<file path="config.mk">
export PLATFORM = sky130hd
export DESIGN_NAME = spi_master_ctrl
export DESIGN_NICKNAME = d
export VERILOG_FILES = /design/src/rtl/spi_pkg.sv /design/src/rtl/spi_sclk_gen.sv /design/src/rtl/spi_master_ctrl.sv
export SDC_FILE = /design/constraint.sdc
export NUM_CORES = 1
export LEC_CHECK = 0
export CAP_MARGIN = 25
export CORE_MARGIN = 5
export CORE_UTILIZATION = 50
export DETAILED_ROUTE_END_ITERATION = 12
export DONT_BUFFER_PORTS = 1
export PLACE_DENSITY_LB_ADDON = 0.08
export SYNTH_ARGS = -nofsm -noshare
export SYNTH_HDL_FRONTEND = slang
export SYNTH_HIERARCHICAL = 1
export SYNTH_SLANG_ARGS = --single-unit
</file>
<file path="constraint.sdc">
create_clock -name clk_i -period 3.1 [get_ports clk_i]
set_input_delay 0.775 -clock clk_i [delete_from_list [all_inputs] [get_ports clk_i]]
set_output_delay 0.775 -clock clk_i [all_outputs]
set_load 0.05 [all_outputs]
</file>
<file path="src/rtl/spi_pkg.sv">
// Shared types and constants for the SPI register-access master.
// Frame layout helper used by the controller to build the 16-bit word.
package spi_pkg;

    typedef enum logic [2:0] {
        IDLE,
        SETUP,
        XFER,
        HOLD,
        GAP
    } state_e;

    localparam int   FRAME_BITS = 16;
    localparam int   EDGE_COUNT = 2 * FRAME_BITS;
    localparam logic RW_WRITE   = 1'b1;

    // Command byte {rw, addr}, then data; reads send a zero data byte.
    function automatic logic [FRAME_BITS-1:0] build_frame(
        input logic       rw,
        input logic [6:0] addr,
        input logic [7:0] wdata
    );
        return {rw, addr, (rw == RW_WRITE) ? wdata : 8'h00};
    endfunction

endpackage

</file>
<file path="src/rtl/spi_sclk_gen.sv">
// SCLK timing: clock divider, edge counter and the SCLK register.
// Leading/trailing flags mark the tick cycle of each SCLK edge.
module spi_sclk_gen
    import spi_pkg::*;
#(
    parameter int CLK_DIV = 4
) (
    input  logic clk_i,
    input  logic rst_i,
    input  logic clear_i,
    input  logic run_i,
    input  logic xfer_i,
    input  logic idle_lvl_i,
    output logic tick_o,
    output logic lead_o,
    output logic trail_o,
    output logic last_o,
    output logic sclk_o
);

    localparam int DW = (CLK_DIV > 1) ? $clog2(CLK_DIV) : 1;
    localparam int EW = $clog2(EDGE_COUNT);
    localparam logic [DW-1:0] DIV_MAX  = DW'(CLK_DIV - 1);
    localparam logic [EW-1:0] EDGE_MAX = EW'(EDGE_COUNT - 1);

    logic [DW-1:0] div_q, div_d;
    logic [EW-1:0] edge_q, edge_d;
    logic          sclk_q, sclk_d;

    assign tick_o  = run_i && (div_q == DIV_MAX);
    assign lead_o  = xfer_i && tick_o && !edge_q[0];
    assign trail_o = xfer_i && tick_o && edge_q[0];
    assign last_o  = (edge_q == EDGE_MAX);
    assign sclk_o  = sclk_q;

    always_comb begin
        div_d  = div_q;
        edge_d = edge_q;
        sclk_d = sclk_q;
        if (clear_i) begin
            div_d  = '0;
            edge_d = '0;
        end else if (run_i) begin
            div_d = (div_q == DIV_MAX) ? '0 : div_q + 1'b1;
            if (xfer_i && tick_o) begin
                edge_d = edge_q + 1'b1;
            end
        end
        // Outside XFER the line rests at the (next) idle polarity.
        if (!xfer_i) begin
            sclk_d = idle_lvl_i;
        end else if (tick_o) begin
            sclk_d = ~sclk_q;
        end
    end

    always_ff @(posedge clk_i or posedge rst_i) begin
        if (rst_i) begin
            div_q  <= '0;
            edge_q <= '0;
            sclk_q <= 1'b0;
        end else begin
            div_q  <= div_d;
            edge_q <= edge_d;
            sclk_q <= sclk_d;
        end
    end

endmodule

</file>
<file path="src/rtl/spi_master_ctrl.sv">
// SPI initiator: one 16-bit register read/write frame per start pulse.
// FSM, input latches, tx/rx shift registers and the read-data register.
module spi_master_ctrl
    import spi_pkg::*;
#(
    parameter int CLK_DIV    = 4,
    parameter int ADDR_WIDTH = 3,
    parameter int REG_WIDTH  = 8
) (
    input  logic                  clk_i,
    input  logic                  rst_i,
    input  logic                  start_i,
    input  logic                  rw_i,
    input  logic [ADDR_WIDTH-1:0] addr_i,
    input  logic [REG_WIDTH-1:0]  wdata_i,
    input  logic [1:0]            mode_i,
    output logic                  busy_o,
    output logic                  done_o,
    output logic [REG_WIDTH-1:0]  rdata_o,
    output logic                  spi_cs_n_o,
    output logic                  spi_clk_o,
    output logic                  spi_mosi_o,
    input  logic                  spi_miso_i
);

    state_e state_q, state_d;

    logic                  rw_q, rw_d;
    logic                  cpol_q, cpol_d;
    logic                  cpha_q, cpha_d;
    logic [FRAME_BITS-1:0] tx_q, tx_d;
    logic [REG_WIDTH-1:0]  rx_q, rx_d;
    logic [REG_WIDTH-1:0]  rdata_q, rdata_d;
    logic                  mosi_q, mosi_d;
    logic                  miso_q;

    logic accept;
    logic clear;
    logic tick;
    logic lead;
    logic trail;
    logic last_edge;
    logic sclk;
    logic frame_end;

    assign accept    = start_i && (state_q == IDLE);
    assign clear     = (state_d != state_q) || (state_q == IDLE);
    assign frame_end = (state_q == GAP) && tick;

    spi_sclk_gen #(
        .CLK_DIV (CLK_DIV)
    ) u_sclk (
        .clk_i      (clk_i),
        .rst_i      (rst_i),
        .clear_i    (clear),
        .run_i      (state_q != IDLE),
        .xfer_i     (state_q == XFER),
        .idle_lvl_i (cpol_d),
        .tick_o     (tick),
        .lead_o     (lead),
        .trail_o    (trail),
        .last_o     (last_edge),
        .sclk_o     (sclk)
    );

    always_ff @(posedge clk_i or posedge rst_i) begin
        if (rst_i) begin
            state_q <= IDLE;
        end else begin
            state_q <= state_d;
        end
    end

    always_comb begin
        state_d = state_q;
        unique case (state_q)
            IDLE:    if (start_i) state_d = SETUP;
            SETUP:   if (tick) state_d = XFER;
            XFER:    if (tick && last_edge) state_d = HOLD;
            HOLD:    if (tick) state_d = GAP;
            GAP:     if (tick) state_d = IDLE;
            default: state_d = IDLE;
        endcase
    end

    always_comb begin
        busy_o     = (state_q != IDLE);
        done_o     = frame_end;
        spi_cs_n_o = (state_q == IDLE) || (state_q == GAP);
        rdata_o    = rdata_q;
        if (frame_end && (rw_q != RW_WRITE)) begin
            rdata_o = rx_q;
        end
    end

    assign spi_clk_o  = sclk;
    assign spi_mosi_o = mosi_q;

    always_comb begin
        rw_d    = rw_q;
        cpol_d  = cpol_q;
        cpha_d  = cpha_q;
        tx_d    = tx_q;
        rx_d    = rx_q;
        mosi_d  = mosi_q;
        rdata_d = rdata_q;
        if (accept) begin
            rw_d   = rw_i;
            cpol_d = mode_i[1];
            cpha_d = mode_i[0];
            tx_d   = build_frame(rw_i, 7'(addr_i), 8'(wdata_i));
            mosi_d = mode_i[0] ? 1'b0 : tx_d[FRAME_BITS-1];
        end
        if (cpha_q) begin
            if (lead) begin
                mosi_d = tx_q[FRAME_BITS-1];
                tx_d   = {tx_q[FRAME_BITS-2:0], 1'b0};
            end
            if (trail) begin
                rx_d = {rx_q[REG_WIDTH-2:0], miso_q};
            end
        end else begin
            if (lead) begin
                rx_d = {rx_q[REG_WIDTH-2:0], miso_q};
            end
            // MSB already sits on MOSI, so the final trailing edge has no bit left.
            if (trail && !last_edge) begin
                mosi_d = tx_q[FRAME_BITS-2];
                tx_d   = {tx_q[FRAME_BITS-2:0], 1'b0};
            end
        end
        if (frame_end) begin
            mosi_d = 1'b0;
            if (rw_q != RW_WRITE) begin
                rdata_d = rx_q;
            end
        end
    end

    always_ff @(posedge clk_i or posedge rst_i) begin
        if (rst_i) begin
            rw_q    <= 1'b0;
            cpol_q  <= 1'b0;
            cpha_q  <= 1'b0;
            tx_q    <= '0;
            rx_q    <= '0;
            rdata_q <= '0;
            mosi_q  <= 1'b0;
            miso_q  <= 1'b0;
        end else begin
            rw_q    <= rw_d;
            cpol_q  <= cpol_d;
            cpha_q  <= cpha_d;
            tx_q    <= tx_d;
            rx_q    <= rx_d;
            rdata_q <= rdata_d;
            mosi_q  <= mosi_d;
            miso_q  <= spi_miso_i;
        end
    end

endmodule

</file>
==> results.md <==
* WL per Instance at approximately 16 um
* Hold WS at around 0.3 ns
* Status: completed
* #FFs+latches synth at 48
* Post-CTS Setup Bufs at 0
* Multiplexer share of the synthesized area at 24.1%
* DRC viols at 0
* Mean Syn Cell Area at between 10 and 15 um2
* Most common cell in the netlist: dfrtp_1
* Psw at 293 uW
* Clock latency at the later pin of the worst-skew pair at 0.30 ns
* Final Util at a little under three fifths
* Die W at about 77 um
* Kind of end point of the critical path: primary output
* Area share of the largest cell type after synthesis at between 50% and 60%
* Worst path cell trace: or3_1 > and2_2 > nand4bb_1 > nor2_4 > mux2_2
* Global Route Usage Sum at between 10% and 20%
* Peak VDD IR at 0.345 mV
* Sw Ratio at approximately 24%
* Ys async rst share at 100%
* H-tree depth at 2
* Fraction of layout cells with a size suffix above 1 at between 20% and 30%
* Count of different cell masters after synthesis at 39
* FP Rows at 24
* Synth cell count leaders: dfrtp_1, mux2_2, mux2i_1
* Hold WC Path Type: input port to asynchronous set/reset pin
* Clock Power Share at a little under a third
* Crit path buf inv count at 0
* Placed Cells at about 230
* RSZ-0062 raised after global routing: true
* Final setup violation count at 0
* Largest net degree at the start of global routing at 22
* Worst EP arrival at about 2.2 ns
* CP startpoint kind: register
* Slew Limit Headroom at between 40% and 50%
* Clock-pin slew on the worst setup and hold paths at ~0.090 ns
* Gr ovfl total at 0
* Layout area overhead at 7.79%
* XOR/XNOR Fraction of Synth Area at 1.55%
* Cell Int Power at 909 uW
* Crit path kind: register to primary output
* Final instance area at around 0.0024 mm2
* Main synth FF type: dfrtp_1
* Die H at 77.3 um
* Gp weighted congestion at around 0.76
* Initial antenna violation count at 0
* Diodes inserted at 0
* Syn Inst Count at about 180
* Global-route wire length before repair at between 6000 and 7000 um
* Initial core utilization at roughly half
* CTS buffer count at 5
* Synth Area in Adders at under 10%
* Boundary Pins at 31
* Clock sink total at 48
* Minimum clock period at 3.02 ns
* Largest delay share family, worst path: simple AND/OR/NAND/NOR gates
* Setup TNS at 0 ns
* First drt pass iteration count at 4
* Non-filler cells, final at ~240
* P_leak at around 0.0012 uW
* Crit-path max FO at 8
* Number of global-route vias before repair at roughly 1400
* Mapped Nets at 202
* Largest family of logic cells by synthesized area: multiplexers
* WL final at between 3000 and 4000 um
* Post-synthesis cell area at between 0.002 and 0.0025 mm2
* Routed Antenna Nets at 0
* DRT iter0 DRCs at 57
* Vias per Instance at ~5.7
* Slew Viols, Final at 0
* Sequential Power Share at between 60% and 70%
* Simple-Gate Fraction of Synth Area at about an eighth
* Via count at between 1000 and 1500
* Slowest stage cell, crit path: mux2_2
* Fin. Hold Viols at 0
* TritonCTS clock tree: done
* Port bufs at 0
* EDFF count, synth at 0
* Worst Max-Slew Pin Slew at roughly 0.85 ns
* Final period utilization at between 90% and 100%
* Power share of the combinational group at around 7.9%
* Synth warn at 6
* Maxcap violations at 0
* Die area at between 0.005 and 0.006 mm2
* Fmax at between 0.3 and 0.4 GHz
* Top post-synthesis cells by area: dfrtp_1, mux2_2, mux2i_1
* Post-DP Area at between 0.002 and 0.0025 mm2
* Critical path required time at ~2.3 ns
* Fin nets at roughly 210
* Seq/Total Area, Yosys at ~53%
* Root Buffer: clkbuf_8
* Synth Area in Compound Gates at roughly 4.1%
* CP max stage delay at 0.51 ns
* HPWL after detailed placement at 2850 um
* PD cells at just under 500 mW/mm2
* Worst-case clock buffer depth at 2
* Core region area at 0.00438 mm2
* Fin Clk Skew at slightly below 0.009 ns
* Area leader, netlist: dfrtp_1
==> metrics by stage <==
step / setup WS (ns) / power, uW
finish: 0.0830 / 1200
global route: -0.0584 / 1270
CTS: 0.0421 / 1220
detailed placement: 0.371 / 835
global placement: 0.460 / 826
floorplan: 0.0977 / 808
==> layout by cell type (no fill, tap or decap), drive strengths merged, types with 3 or more instances in the layout <==
cell type,n
a21oi,4
and2,4
buf,7
clkbuf,5
dfrtp,48
ha,3
inv,12
mux2,33
mux2i,17
nand2,7
nand2b,3
nand3,3
nor2,13
nor2b,5
==> path summary, 6_finish.rpt <==
path	slack, ns	depth (start not counted)	start	endpoint
worst max register to register	0.67	6	state_q[2]	rx_q[7]
worst max-delay path	0.08	5	state_q[1]	rdata_o[2]
max in group asynchronous	1.98	2	rst_i	tx_q[0]
worst min register to register	0.49	1	miso_q	rx_q[0]
worst min-delay path	0.31	1	rst_i	u_sclk/edge_q[3]
min in group clk_i	0.49	1	miso_q	rx_q[0]
==> state kept, by name, indices dropped and copies added (netlist names) <==
name           cells
cpha_q             1
cpol_q             1
miso_q             1
rdata_q            8
rw_q               1
rx_q               8
spi_mosi_o         1
state_q            3
tx_q              16
u_sclk/div_q       2
u_sclk/edge_q      5
u_sclk/sclk_o      1
==> power groups by stage <==
| stage | Sequential (uW) | Combinational, uW | Clock, uW |
|---|---|---|---|
| 6_report | 723 | 95.5 | 383 |
| 5_1_grt | 732 | 110 | 425 |
| 4_1_cts | 724 | 98.7 | 396 |
| 3_5_place_dp | 736 | 98.8 | 0 |
| 3_3_place_gp | 733 | 93.4 | 0 |
| 2_1_floorplan | 723 | 84.6 | 0 |
==> cells by family after synthesis <==
kind of cell / count (synthesis)
muxes: 50
adders and majority gates: 3
xor gates and xnor gates: 4
buffers and inverters: 17
and+or+nand+nor: 45
DFF: 48
AOI/OAI and AO/OA: 14
==> metal layers <==
layer,up-vias,GRT usage [%],routed length [um]
li1,641,-,-
met1,696,16.4,1680
met2,26,22.6,1890
met3,7,3.98,171
met4,0,4.12,54
met5,-,0,0
==> final cells by class <==
class,instances,area (um2)
Inverter,10,37.5
Timing Repair Buffer,7,65.1
Clock buffer,5,68.8
Fill cell,388,1940
Multi-Input combinational cell,116,976
Tap cell,52,65.1
Sequential cell,48,1200
Clock inverter,3,26.3
==> repair_timing <==
action	CTS	global route
hold buffers	0	0
gates resized for setup	0	2
endpoints found under the setup margin	0	8
No activity file was read; power rests on OpenSTA's default activity.
